<file path="config.mk">
export PLATFORM = sky130hd
export DESIGN_NAME = ifu_fetch
export DESIGN_NICKNAME = d
export VERILOG_FILES = /design/src/rtl/ifu_fetch.sv
export SDC_FILE = /design/constraint.sdc
export NUM_CORES = 1
export LEC_CHECK = 0
export CORE_UTILIZATION = 38
export DETAILED_ROUTE_END_ITERATION = 8
export SLEW_MARGIN = 20
export SYNTH_ARGS = -nofsm -noshare
export SYNTH_HDL_FRONTEND = slang
export SYNTH_SLANG_ARGS = --single-unit
</file>
<file path="constraint.sdc">
create_clock -name i_clk -period 5.45 [get_ports i_clk]
set_clock_uncertainty 0.05 [all_clocks]
set_input_delay 0.545 -clock i_clk [delete_from_list [all_inputs] [get_ports i_clk]]
set_output_delay 0.545 -clock i_clk [all_outputs]
set_load 0.02 [all_outputs]
</file>
<file path="src/rtl/ifu_fetch.sv">
`default_nettype none
// ifu_fetch: sequential-PC fetch stage with credit-limited request issue, in-order
// tag queue, instruction buffer and redirect flush.  Revision 1.0
module ifu_fetch #(
   parameter logic [31:0] RESET_PC = 32'h8000_0000,
   parameter int          DEPTH    = 2
) (
   input  logic        i_clk,
   input  logic        i_rst,
   input  logic        i_redirect,
   input  logic [31:0] i_redirect_pc,
   output logic        o_imem_req_valid,
   input  logic        i_imem_req_ready,
   output logic [31:0] o_imem_req_addr,
   input  logic        i_imem_rsp_valid,
   input  logic [31:0] i_imem_rsp_data,
   input  logic        i_imem_rsp_err,
   output logic        o_id_valid,
   input  logic        i_id_ready,
   output logic [31:0] o_id_instr,
   output logic [31:0] o_id_pc,
   output logic        o_id_err
);

   localparam int          PW  = (DEPTH > 1) ? $clog2(DEPTH) : 1;
   localparam int          CW  = PW + 1;
   localparam logic [31:0] NOP = 32'h0000_0013;

   logic [31:0]      pc;
   logic [31:0]      last_pc;

   logic [31:0]      tag_pc [DEPTH];
   logic [DEPTH-1:0] tag_live;
   logic [PW-1:0]    tag_wr, tag_rd;
   logic [CW-1:0]    tag_cnt;

   logic [31:0]      buf_instr [DEPTH];
   logic [31:0]      buf_pc    [DEPTH];
   logic [DEPTH-1:0] buf_err;
   logic [PW-1:0]    buf_wr, buf_rd;
   logic [CW-1:0]    buf_cnt;

   logic             credit_ok;
   logic             req_fire;
   logic             rsp_take;
   logic             rsp_keep;
   logic             id_fire;
   logic [31:0]      redirect_target;
   logic             unused_pc_bits;

   assign redirect_target = {i_redirect_pc[31:2], 2'b00};
   assign unused_pc_bits  = ^i_redirect_pc[1:0];

   // Words in flight plus words waiting for decode never exceed the buffer size,
   // so every accepted response is guaranteed a buffer slot.
   assign credit_ok        = ({1'b0, tag_cnt} + {1'b0, buf_cnt}) < (CW+1)'(DEPTH);
   assign o_imem_req_valid = ~i_rst & ~i_redirect & credit_ok;
   assign o_imem_req_addr  = pc;

   assign req_fire = o_imem_req_valid & i_imem_req_ready;
   assign rsp_take = i_imem_rsp_valid & (tag_cnt != '0);
   assign rsp_keep = rsp_take & tag_live[tag_rd] & ~i_redirect;
   assign id_fire  = o_id_valid & i_id_ready;

   assign o_id_valid = (buf_cnt != '0);
   assign o_id_instr = o_id_valid ? buf_instr[buf_rd] : NOP;
   assign o_id_pc    = o_id_valid ? buf_pc[buf_rd]    : last_pc;
   assign o_id_err   = o_id_valid & buf_err[buf_rd];

   always_ff @(posedge i_clk or posedge i_rst) begin
      if (i_rst) begin
         pc       <= RESET_PC;
         last_pc  <= '0;
         tag_live <= '0;
         tag_wr   <= '0;
         tag_rd   <= '0;
         tag_cnt  <= '0;
         buf_wr   <= '0;
         buf_rd   <= '0;
         buf_cnt  <= '0;
      end else begin
         if (i_redirect)
            pc <= redirect_target;
         else if (req_fire)
            pc <= pc + 32'd4;

         if (req_fire) begin
            tag_wr           <= tag_wr + PW'(1);
            tag_live[tag_wr] <= 1'b1;
         end
         // Stale entries keep their slot (and credit) until their response drains.
         if (i_redirect)
            tag_live <= '0;
         if (rsp_take)
            tag_rd <= tag_rd + PW'(1);
         tag_cnt <= tag_cnt + CW'(req_fire) - CW'(rsp_take);

         if (id_fire)
            last_pc <= buf_pc[buf_rd];

         if (i_redirect) begin
            buf_wr  <= '0;
            buf_rd  <= '0;
            buf_cnt <= '0;
         end else begin
            if (rsp_keep)
               buf_wr <= buf_wr + PW'(1);
            if (id_fire)
               buf_rd <= buf_rd + PW'(1);
            buf_cnt <= buf_cnt + CW'(rsp_keep) - CW'(id_fire);
         end
      end
   end

   always_ff @(posedge i_clk) begin
      if (req_fire)
         tag_pc[tag_wr] <= pc;
      if (rsp_keep) begin
         buf_instr[buf_wr] <= i_imem_rsp_err ? NOP : i_imem_rsp_data;
         buf_pc[buf_wr]    <= tag_pc[tag_rd];
         buf_err[buf_wr]   <= i_imem_rsp_err;
      end
   end

   a_rsp_has_tag : assert property (@(posedge i_clk) disable iff (i_rst)
      i_imem_rsp_valid |-> (tag_cnt != '0));

endmodule
`default_nettype wire
</file>
Word-level counts from Yosys, hierarchy flattened --
Memory sizes are Yosys's and may differ from the RTL's. Cells that the tools add are included.
Word-level totals: input port bits 71, register bits 76, output and inout bits 99, memory bits (writable) 192, logic and storage cells 73, memories 3
Memory list:
- buf_instr | depth 2, width 32, rd ports 1, clocked after memory_dff 0, wr ports 1, line 37 | logic [31:0] buf_instr [DEPTH];
- buf_pc | depth 2, width 32, rd ports 1, clocked after memory_dff 0, wr ports 1, line 38 | logic [31:0] buf_pc [DEPTH];
- tag_pc | depth 2, width 32, rd ports 1, clocked after memory_dff 0, wr ports 1, line 32 | logic [31:0] tag_pc [DEPTH];
Operators by class: $add $sub $neg 10, order comparisons 7, multiplexer cells 25, reductions and logical operators 7, bitwise operators 11
Operators with widths (count):
- $mux 32 | 5
- $add 32x3->32 const B | 1
- $mux 1 | 14
- $reduce_bool 2->1 | 5
- $and 1x1->1 | 8
- $lt 1x2->1 const B | 4
- $mux 2 | 3
- $add 1x1->1 const B | 4
- $add 2x1->2 | 2
- $sub 2x1->2 | 2
- $add 2x2->3 | 1
- $lt 3x2->1 const B | 1
- $bwmux 2 | 1
- $demux 1 s1 | 2
- $ge 1x1->1 const B | 2
- $logic_and 1x1->1 | 2
- $not 1->1 | 2
- $or 2x2->2 | 1

Logic depth before layout (Yosys ltp) --
Gate-level depths: netlist (run 1).
depth in word-level cells 7, depth in mapped cells 13

Worst setup path after synthesis (run 1) --
Ideal clock, no wire load.
kind in2reg, start point in i_redirect, end point reg buf_err[0] (enable), path buffers 1, path slack 1.131 ns, library setup time 0.484 ns, required time 4.916 ns, stages on the path 3, arrival 3.784 ns, path through clkbuf_1 > or3_1 > nor2_1
Between the ends: longest elaborated chain between the ends 2
RTL lines:
- start, declared | line 10 | input logic i_redirect,
- $not 1->1 | line 62 | assign rsp_keep = rsp_take & tag_live[tag_rd] & ~i_redirect;
- $and 1x1->1 | line 62
- end signal, assigned by index | line 121 | buf_err[buf_wr] <= i_imem_rsp_err;
- end, declared | line 39 | logic [DEPTH-1:0] buf_err;
No other way between the ends. A chain may end at the register's enable or synchronous reset.

Final worst setup path (run 1) --
start point reg buf_cnt[1], end point out o_id_pc[13]
Between the ends: longest elaborated chain between the ends 2
RTL lines:
- start, declared | line 41 | logic [CW-1:0] buf_cnt;
- start signal, assigned | line 110 | buf_cnt <= buf_cnt + CW'(rsp_keep) - CW'(id_fire);
- $reduce_bool 2->1 | line 65 | assign o_id_valid = (buf_cnt != '0);
- $mux 32 | line 67 | assign o_id_pc = o_id_valid ? buf_pc[buf_rd] : last_pc;
- end, declared | line 21 | output logic [31:0] o_id_pc,
No other way between the ends.

==> summary by stage, run 1 <==
Flow run
Max-cap violations in this run came to 0.

Timing
Timing would allow up to 252 MHz. The transition at the pin with the smallest max-transition slack is 868 ps. The smallest clock period supported by the final layout is computed as 3970 ps. Of the available clock period, the critical path in the final layout requires 0.728. Setup repair after global routing left no endpoint under its margin. The number of pins exceeding their max-slew limit in the final report is 0. The hold violation total from the final report was 0. The worst slew margin relative to its limit is 0.420.

The accumulated negative setup slack is 0 ps. The total of endpoints with negative setup slack in the final report is 0.

Detailed routing
Across all layers, the routed design uses 6707 vias. The first-pass iteration count of the detailed router is 4. The first routing iteration left 372 violations. The final antenna-violating net count is 0. The number of remaining DRC errors is 0.

The vias per cell is 4.92. The final wirelength is 22500 µm. The detail-routed net length per standard cell is 16.5 µm.

Yosys
The post-synthesis adder-cell area fraction is 0.00769. By area, the combinational part of the netlist is dominated by simple AND/OR/NAND/NOR gates. Of the total synthesized cell area, the portion taken by XOR and XNOR cells is 0.00652. Of the total synthesized cell area, the portion taken by AND, OR, NAND and NOR gates is 0.116.

In the synthesized netlist the async set-or-reset flop fraction comes to 0.273. Yosys printed 0 warnings. The area of the mapped netlist is 10700 µm². Synthesis handed over a netlist of 805 instances. Averaged over all synthesized cells, the footprint is 13.3 µm².

The number of synthesized flops with an enable pin is 186. The post-synthesis mux area share is 0.0948. Synthesis inferred 256 register bits. In the synthesized netlist the dominant register cell turns out to be sky130_fd_sc_hd__edfxtp_1.

The post-synthesis cell type count is 50. The compound-cell area share of the yosys netlist was 0.0650. The share of synthesized area occupied by flip-flops and latches is 0.683.

Global routing
The largest net degree at the start of global routing is 66. The global-route wire length before repair is 36000 µm. The via count of the first global-routing pass is 6498. The number of antenna violations at the first check in global routing is 0. In the global route stage, overall resource usage came out at 0.158. After global routing the overflow that remains totals 0.

Critical path
For the worst setup path, the data required time is 4860 ps. Data on the critical path arrives at its endpoint at 3380 ps. The slowest stage of the critical path is the sky130_fd_sc_hd__clkinv_2 cell. The critical path class is reg -> out. The signal on the critical path passes through nor2_2 > buf_4 > clkinv_2 > a21oi_1 > clkdlybuf4s50_1. The worst setup path is captured at a primary output.

The worst setup path is launched from a flip-flop. On the worst path, the slowest cell contributes a delay of 780 ps. The worst-case register-to-register setup slack is 1970 ps. Along the worst path, the maximum fanout reaches 65.

Power
The areal power density over the cells is 540 nW/µm². In this run the static leakage power is 4.82 nW. The worst-case vdd ir drop is 268 µV.

Floorplan
The top-level I/O count is 170. The die width is 170 µm. The initialized floorplan defines 61 standard-cell rows. The die area is 28900 µm². The initial standard-cell utilization of the core is 0.387. In this run the vertical extent of the chip is 170 µm. The core area is 27800 µm².

Final layout
The final design instance area without fill is 13600 µm². Of the cells placed in the final design, the portion with a size suffix greater than 1 is 0.105. The net count of the finished layout is 1042. The repair_antennas step left the layout with diodes totalling 0. The area growth from synthesis to layout is 27.1%. Fill cells in the final layout number 2490.

Clock tree
Clock-pin slew was measured on the worst setup and hold paths at 60 ps. The CTS root buffer is sky130_fd_sc_hd__clkbuf_16. TritonCTS built the clock tree. The later pin in the worst-skew pair is clocked with a latency of 510 ps. The clock tree buffer depth is 3. CTS built an H-tree with a depth of 1. Gates resized during post-CTS repair numbered 0. In this run, post-CTS hold repair placed 0 buffers. The setup fix buffers added after clock tree synthesis is 0.

The clock sink total is 256. The TritonCTS buffer count is 27.

Outcome
The flow ran to the end, and the final reports show no timing, DRC or antenna violations.

Place
Routability-driven placement finished with a final weighted congestion of 0.774. The post-DP HPWL is 14300 µm. The count of buffers added on input and output ports is 163. After detailed placement, the total cell area comes to 12700 µm².

Hold path
The class of the tightest hold or removal check is reg -> reg.
-- cells by family (layout without fill, tap and decap cells) --
logic type               Yosys count  after routing
multiplexers                      98             98
buffers and inverters             62            239
flip-flops                       256            256
AO/OA/AOI/OAI                    118            118
XOR/XNOR                           8              8
other                              1              4
adder cells (fa/ha/maj)            6              6
AND/OR/NAND/NOR                  256            256
-- where the power goes --
part | switching [mW] | internal [mW] | leakage (nW)
clock | 0.715 | 1.12 | 0.437
sequential | 0.219 | 2.36 | 2.56
combinational | 1.67 | 1.30 | 1.82
-- layer usage --
layer | track usage | wire (µm) | share of wire | vias up
met3 | 0.0214 | 990 | 0.044 | 36
li1 | - | - | - | 3254
met5 | 0 | 0 | 0 | -
met2 | 0.250 | 10400 | 0.46 | 185
met4 | 0.0443 | 450 | 0.020 | 0
met1 | 0.229 | 10700 | 0.48 | 3232
-- registers in the layout, summed over array words and instances (netlist names), 30 cells and up --
name,count
buf_instr,64
buf_pc,60
o_imem_req_addr,30
tag_pc,60
last_pc,30
-- critical path, delay by kind of cell, from the launching register on --
kind,cells,cell delay (ps)
buffers and inverters,3,1780
AO/OA/AOI/OAI,1,490
flip-flops,1,440
AND/OR/NAND/NOR,1,120
-- area by class of cell --
type                            instances  area, µm²  share of cell area
Timing Repair Buffer                  175       1720               0.126
Tap cell                              378        473              0.0347
Clock inverter                         11        136             0.00999
Inverter                               15       57.6             0.00422
Sequential cell                       256       7340               0.538
Clock buffer                           38        767              0.0562
Multi-Input combinational cell        490       3160               0.231
-- through the flow --
stage	util	setup WS [ps]	cells	total power [mW]	hold WS (ps)
6_report	0.491	1480	1363	7.38	428
4_1_cts	0.491	1720	1363	7.48	433
3_5_place_dp	0.459	2210	1314	5.62	421
2_1_floorplan	-	1130	808	4.31	401
5_1_grt	0.491	1210	1363	7.79	441
3_3_place_gp	0.459	2240	1314	5.60	412
-- path summary, 6_finish.rpt --
check / startpoint / cells after the start / end
worst max-delay path: buf_cnt[1] / 5 / o_id_pc[13]
worst min register to register: last_pc[12] / 2 / last_pc[12]
worst max register to register: buf_cnt[1] / 11 / buf_cnt[1]
worst min-delay path: last_pc[12] / 2 / last_pc[12]
min in group asynchronous: i_rst / 2 / o_imem_req_addr[18]
max in group asynchronous: i_rst / 3 / buf_rd
-- placed cells by master (no fill, tap or decap), types with 3 or more instances in the layout --
cell type                         instances
sky130_fd_sc_hd__edfxtp_1               186
sky130_fd_sc_hd__clkdlybuf4s50_1        162
sky130_fd_sc_hd__nor2_1                  82
sky130_fd_sc_hd__nand2_1                 69
sky130_fd_sc_hd__mux2i_1                 68
sky130_fd_sc_hd__dfrtp_1                 68
sky130_fd_sc_hd__o21ai_0                 50
sky130_fd_sc_hd__a21oi_1                 36
sky130_fd_sc_hd__nor2b_1                 33
sky130_fd_sc_hd__mux2_2                  30
sky130_fd_sc_hd__clkbuf_16               27
sky130_fd_sc_hd__nand3_1                 21
sky130_fd_sc_hd__inv_1                   12
sky130_fd_sc_hd__buf_4                   12
sky130_fd_sc_hd__nand4_1                 11
sky130_fd_sc_hd__and3_1                   6
sky130_fd_sc_hd__a221o_1                  6
sky130_fd_sc_hd__o311ai_1                 6
sky130_fd_sc_hd__xnor2_1                  6
sky130_fd_sc_hd__clkbuf_1                 6
sky130_fd_sc_hd__nor3_1                   5
sky130_fd_sc_hd__ha_1                     5
sky130_fd_sc_hd__clkbuf_8                 5
sky130_fd_sc_hd__clkinv_2                 4
sky130_fd_sc_hd__a31oi_1                  4
sky130_fd_sc_hd__conb_1                   4
sky130_fd_sc_hd__nand2b_1                 3
sky130_fd_sc_hd__a32oi_1                  3
sky130_fd_sc_hd__nor4_1                   3
sky130_fd_sc_hd__or2_2                    3
sky130_fd_sc_hd__or3_1                    3
sky130_fd_sc_hd__bufinv_16                3
-- synthesized netlist by cell type, drive strengths merged (2+ instances only) --
cell / instances / area [µm²]
edfxtp: 186 / 5590
nor2: 86 / 323
nand2: 70 / 263
dfrtp: 69 / 1730
mux2i: 68 / 681
o21ai: 50 / 250
a21oi: 36 / 180
nor2b: 33 / 206
mux2: 30 / 338
buf: 24 / 138
clkbuf: 23 / 86.3
nand3: 21 / 105
inv: 15 / 56.3
nand4: 11 / 68.8
o311ai: 8 / 70.1
and3: 7 / 43.8
a221o: 6 / 60.1
nor3: 6 / 35.0
xnor2: 6 / 52.6
ha: 5 / 62.6
nor4: 5 / 61.3
a31oi: 4 / 25.0
a32oi: 3 / 26.3
nand2b: 3 / 18.8
or2: 3 / 18.8
or3: 3 / 18.8
a21o: 2 / 15.0
a22oi: 2 / 15.0
and2: 2 / 12.5
nand3b: 2 / 15.0
nor3b: 2 / 26.3
o211ai: 2 / 15.0
o31a: 2 / 17.5
xor2: 2 / 17.5
Note: power is estimated with default switching activity, not from simulation.
==> run 2, diff against run 1 <==
==> constraint.sdc (replaced) <==
create_clock -name i_clk -period 3.3 [get_ports i_clk]
set_clock_uncertainty 0.05 [all_clocks]
set_input_delay 0.33 -clock i_clk [delete_from_list [all_inputs] [get_ports i_clk]]
set_output_delay 0.33 -clock i_clk [all_outputs]
set_load 0.02 [all_outputs]
==> summary by stage, run 2 (synthesized netlist as in run 1, its figures left out) <==
Outcome
The flow ran to the end, and the final reports show no timing, DRC or antenna violations.

Global routing
The number of antenna violations at the first check in global routing was 0 (unchanged). The overall global routing resource usage is 0.156 (-0.00258). The total congestion overflow after global routing is 0 (unchanged).

The largest net degree at the start of global routing is 64 (-3.0%). The via count of the first global-routing pass is 6334 (-2.5%). The global-route wire length before repair is 35300 µm (-2.2%).

Critical path
The worst-case register-to-register setup slack is 450 ps (-1520 ps). STA classifies the critical path endpoint as a primary output. The critical path goes through and2_1 > fa_1 > nor4_4 > clkdlybuf4s50_1. The biggest fanout along the worst timing path is 6 (-91%). The worst setup path is of the reg -> out kind.

The largest stage delay on the critical path came to 690 ps (-90 ps). The buffers plus inverters on the worst setup path is 1 (-2). The data arrival time at the worst-slack endpoint is 2720 ps (-660 ps). The kind of start point of the critical path is a flip-flop. The slowest library cell on the worst path is sky130_fd_sc_hd__clkdlybuf4s50_1. In this design, the largest share of critical-path delay is due to buffers and inverters.

The required time at the worst-slack endpoint is 2920 ps (-1940 ps).

Place
The post-DP HPWL is 14700 µm (+2.3%). The global placer's final weighted congestion is 0.789 (+2.0%). The post-placement cell count is 1320 (+0.46%). The number of port buffers is 163 (unchanged). The worst setup slack before clock tree synthesis came to 516 ps (-1690 ps).

Floorplan
The initial standard-cell utilization of the core is 0.387 (unchanged). The die height is 170 µm (unchanged). The die area was 28900 µm² (unchanged). The die width is 170 µm (unchanged). The placement row count came to 61 (unchanged). The core area is 27800 µm² (unchanged). The top-level I/O count is 170 (unchanged).

Final layout
The net total in the final layout is 1048 (+0.58%). Leaving out fill and tap cells, the most frequent cell in the layout is sky130_fd_sc_hd__edfxtp_1. The share of the core filled with cells was 0.493 (+0.00212). The register containing the most flip-flops in the final layout is buf_instr. The largest registers in the layout are buf_instr (64), buf_pc (60), tag_pc (60). The post-route non-filler standard cell count is 1369 (+0.44%). The share of cells above drive strength 1 came to 0.110 (+0.00542). The number of flip-flops under the largest register name is 64 (unchanged). Compared with the post-synthesis result, the final layout area differs by 27.6%. The number of diodes added for antenna fixing is 0 (unchanged). Leaving out fill and tap cells, the most frequent cells in the layout are sky130_fd_sc_hd__edfxtp_1, sky130_fd_sc_hd__clkdlybuf4s50_1, sky130_fd_sc_hd__nor2_1.

Clock tree
The setup fix buffers added after clock tree synthesis is 0 (unchanged). The TritonCTS buffer count was 27 (unchanged). The number of H-tree levels is 1 (unchanged). The register clock-pin slew on the reported worst setup and hold paths was 60 ps (about the same). The later-pin clock latency in the skew report is 520 ps (about the same). The clock tree from TritonCTS is done.

The clock tree buffer depth is 3 (unchanged). The hold-fix buffer count after cts was 0 (unchanged). The clock sink total is 256 (unchanged).

The post-CTS resize count is 0 (unchanged). The tree is rooted in a sky130_fd_sc_hd__clkbuf_16.

Detailed routing
The first-pass iteration count of the detailed router is 5 (+1). The vias per cell came to 4.89 (-0.53%). The detail-routed net length per standard cell is 16.6 µm (+0.28%).

The final wirelength is 22700 µm (+0.72%). The first-iteration detailed-routing DRC count is 327 (-12%). The number of vias in the routed layout is 6701 (-0.089%). The number of remaining DRC errors is 0 (unchanged). The final antenna-violating net count is 0 (unchanged).

Timing
The worst slew margin relative to its limit is 0.479 (+0.0585). Of the available clock period, the critical path in the final layout requires 0.940. The timing-limited maximum frequency is 322 MHz. The total of endpoints with negative setup slack in the final report was 0 (unchanged). For the finished layout, the period the worst path requires is 3100 ps. The transition at the pin with the smallest max-transition slack is 779 ps (-89.2 ps).

The number of pins exceeding their max-slew limit in the final report is 0 (unchanged). The hold violation total from the final report is 0 (unchanged). The worst path setup slack after routing is 197 ps (-1280 ps). Setup repair after global routing left no endpoint under its margin.

Power
The areal power density over the cells is 885 nW/µm² (+64%). The static leakage was 4.84 nW (+0.40%). The worst-case vdd ir drop was 467 µV (+75%).

Hold path
The min-delay analysis places its worst path in the category in -> reg.

Flow run
The number of violations of the max-capacitance limit is 0 (unchanged).
## run 2: per-layer routing
metal  GRT usage  vias to the layer above  part of all wire
met5           0                        -                 0
met4      0.0517                        0             0.025
met3      0.0205                       37             0.042
met2       0.245                      191              0.46
met1       0.223                     3203              0.47
li1            -                     3270                 -
## run 2: worst reg2reg max path: stages (launching register included)
cell                      delay [ps]
sky130_fd_sc_hd__dfrtp_1         390
sky130_fd_sc_hd__and2_1          170
sky130_fd_sc_hd__fa_1            480
sky130_fd_sc_hd__nor4_4          460
sky130_fd_sc_hd__and2_1          220
sky130_fd_sc_hd__inv_2           130
sky130_fd_sc_hd__ha_1            310
sky130_fd_sc_hd__inv_1            40
sky130_fd_sc_hd__ha_1            180
sky130_fd_sc_hd__xnor2_1         180
sky130_fd_sc_hd__xnor2_1         150
## run 2: final cells by class
type / instances / area (µm²)
inverters: 15 / 56.3
repair buffers: 181 / 1820
clock inverters: 19 / 165
multi-input cells: 490 / 3160
clock buffers: 30 / 687
well taps: 378 / 473
fillers: 2475 / 14100
flip-flops and latches: 256 / 7340
## run 2: path summary, 6_finish.rpt
check | start | endpoint | depth (start not counted)
min | i_redirect | buf_rd | 2
max in group asynchronous | i_rst | o_imem_req_addr[31] | 3
min in group asynchronous | i_rst | o_imem_req_addr[30] | 2
max reg2reg | tag_cnt[0] | tag_cnt[1] | 10
min reg2reg | last_pc[26] | last_pc[26] | 2
max | tag_cnt[0] | o_imem_req_valid | 4
## run 2: power breakdown
group          internal (mW)  switching (mW)  total, mW
clock network           1.67            1.22       2.89
registers               3.89           0.272       4.16
logic                   2.21            2.87       5.08
total                   7.76            4.37       12.1
## run 2: per-stage QoR
| step | hold WS (ps) | instance area [µm²] | setup TNS, ps | power, mW |
|---|---|---|---|---|
| floorplan | 379 | 10800 | -108440 | 7.12 |
| global placement | 412 | 12900 | 0 | 9.32 |
| detailed placement | 420 | 12900 | 0 | 9.38 |
| CTS | 117 | 13700 | 0 | 12.3 |
| global route | 130 | 13700 | 0 | 12.8 |
| finish | 130 | 13700 | 0 | 12.1 |
==> run 3, diff against run 2 <==
==> constraint.sdc (replaced) <==
create_clock -name i_clk -period 2.65 [get_ports i_clk]
set_clock_uncertainty 0.05 [all_clocks]
set_input_delay 0.265 -clock i_clk [delete_from_list [all_inputs] [get_ports i_clk]]
set_output_delay 0.265 -clock i_clk [all_outputs]
set_load 0.005 [all_outputs]
==> summary by stage, run 3 (synthesized netlist as in run 1, its figures left out) <==
Clock tree
The tree is rooted in a sky130_fd_sc_hd__clkbuf_16. The clock tree from TritonCTS is done. The register clock-pin slew on the reported worst setup and hold paths is 60 ps (about the same). The number of H-tree levels is 1 (unchanged). The clock sink total is 256 (unchanged).

The clock tree buffer depth came to 3 (unchanged). The TritonCTS buffer count is 27 (unchanged). The later-pin clock latency in the skew report is 520 ps (about the same).

Floorplan
The core area is 27800 µm² (unchanged). The top-level I/O count came to 170 (unchanged). The initial standard-cell utilization of the core is 0.387 (unchanged).

The placement row count is 61 (unchanged). The die height was 170 µm (unchanged). The die area is 28900 µm² (unchanged). The die width is 170 µm (unchanged).

Detailed routing
The number of vias in the routed layout is 6813 (+1.7%). The number of remaining DRC errors is 0 (unchanged). The final antenna-violating net count is 0 (unchanged). The final wirelength came to 23200 µm (+2.1%). The vias per cell is 4.92 (+0.50%). The first-pass iteration count of the detailed router came to 5 (unchanged). The first-iteration detailed-routing DRC count came to 349 (+6.7%).

The detail-routed net length per standard cell was 16.7 µm (+0.95%).

Critical path
The biggest fanout along the worst timing path is 40 (+34). The required time at the worst-slack endpoint is 2340 ps (-580 ps). The kind of start point of the critical path is a flip-flop. The critical path class is reg -> out.

The worst setup path is captured at a primary output. The data arrival time at the worst-slack endpoint is 2200 ps (-520 ps).

Final layout
The share of the core filled with cells was 0.499 (+0.00599). The number of flip-flops under the largest register name is 64 (unchanged). The largest registers in the layout are buf_instr (64), buf_pc (60), tag_pc (60). The net total in the final layout came to 1065 (+1.6%).

The library cells used most frequently in the layout, excluding fill and tap cells, are sky130_fd_sc_hd__edfxtp_1, sky130_fd_sc_hd__clkdlybuf4s50_1, sky130_fd_sc_hd__nor2_1. The fill cell total of the finished layout is 2451 (-0.97%). The most common cell after layout, fill and taps aside is sky130_fd_sc_hd__edfxtp_1.

The synthesis-to-layout area growth is 29.2%. The share of cells above drive strength 1 is 0.126 (+0.0161). The number of diodes added for antenna fixing was 0 (unchanged). The register containing the most flip-flops in the final layout is buf_instr. The final design instance area without fill is 13900 µm² (+1.2%).

Timing
The worst slew margin relative to its limit is 0.604 (+0.125). The final cycle utilization of the critical path is 0.949. The hold violation total from the final report is 0 (unchanged).

Setup repair after global routing left no endpoint under its margin. The timing-limited maximum frequency is 398 MHz. For the finished layout, the period the worst path requires is 2510 ps.

The transition at the pin with the smallest max-transition slack was 593 ps (-186 ps). The number of pins exceeding their max-slew limit in the final report is 0 (unchanged). The total of endpoints with negative setup slack in the final report is 0 (unchanged).

Power
The static leakage is 4.96 nW (+2.5%). The areal power density over the cells is 1020 nW/µm² (+15%). The worst-case vdd ir drop is 573 µV (+23%).

Global routing
The overall global routing resource usage is 0.163 (+0.00721). The total congestion overflow after global routing is 0 (unchanged). The largest net degree at the start of global routing is 62 (-3.1%).

The global-route wire length before repair is 36900 µm (+4.6%). The via count of the first global-routing pass came to 6717 (+6.0%). The number of antenna violations at the first check in global routing is 0 (unchanged).

Place
The global placer's final weighted congestion was 0.782 (-0.94%). The post-detailed-placement cell area is 13000 µm² (+0.97%). The post-DP HPWL was 15400 µm (+4.7%).

The number of port buffers is 163 (unchanged).

Hold path
In this run the worst hold path is classified as in -> async.

Flow run
The number of violations of the max-capacitance limit is 0 (unchanged).

Outcome
The flow ran to the end, and the final reports show no timing, DRC or antenna violations.
## run 3: area by class of cell
| cell class | instances | area [µm²] | area share |
|---|---|---|---|
| Clock buffer | 33 | 708 | 0.0510 |
| Clock inverter | 15 | 128 | 0.00920 |
| Inverter | 15 | 56.3 | 0.00406 |
| Multi-Input combinational cell | 490 | 3170 | 0.229 |
| Sequential cell | 256 | 7340 | 0.529 |
| Tap cell | 378 | 473 | 0.0341 |
| Timing Repair Buffer | 198 | 2000 | 0.144 |
## run 3: critical path, cell delays in order, from the launching register on
cell and delay, ps:
sky130_fd_sc_hd__dfrtp_1 370, sky130_fd_sc_hd__buf_4 140, sky130_fd_sc_hd__nor2_2 140, sky130_fd_sc_hd__inv_2 70, sky130_fd_sc_hd__buf_12 170, sky130_fd_sc_hd__a21oi_1 220
sky130_fd_sc_hd__clkdlybuf4s50_1 550
## run 3: worst paths after layout
kind	start	endpoint	slack, ps	cells past startpoint
setup / recovery	buf_cnt[0]	o_id_pc[31]	140	6
hold / removal	i_rst	o_imem_req_addr[22]	140	2
setup reg to reg	tag_cnt[0]	o_imem_req_addr[20]	150	10
hold reg to reg	last_pc[9]	last_pc[9]	430	2
max in group asynchronous	i_rst	last_pc[10]	1730	3
min in group i_clk	i_redirect	tag_live[1]	200	3
## run 3: what timing repair did
item,4_1_cts,5_1_grt
buffers inserted,3,2
endpoints found under the setup margin,17,7
endpoints found under the hold margin,0,0
pin swaps,0,1
resized for setup,2,4
hold buffers,0,0
## run 3: routing by layer
| metal | track usage | part of all wire | wire length [µm] | up-vias |
|---|---|---|---|---|
| met3 | 0.0237 | 0.049 | 1140 | 34 |
| met4 | 0.0447 | 0.020 | 456 | 0 |
| met5 | 0 | 0 | 0 | - |
| met2 | 0.261 | 0.46 | 10700 | 168 |
| met1 | 0.232 | 0.47 | 10800 | 3315 |
| li1 | - | - | - | 3296 |
## run 3: report_power, final
group | switching [mW] | internal, mW
sequential | 0.308 | 4.85
combinational | 2.58 | 2.88
clock | 1.47 | 2.09
## run 3: per-stage QoR
stage                     total power, mW  setup TNS, ps  std cells  hold WS, ps  worst slack, ps
final                                14.2              0       1385          138              136
after global placement               10.6              0       1332          412             1.81
after CTS                            14.3          -22.8       1383          133            -22.8
after floorplan                      7.82         -62600        808          314             -475
after global routing                 15.0              0       1385          166             13.1
after detailed placement             10.7          -1.51       1332          420            -1.51
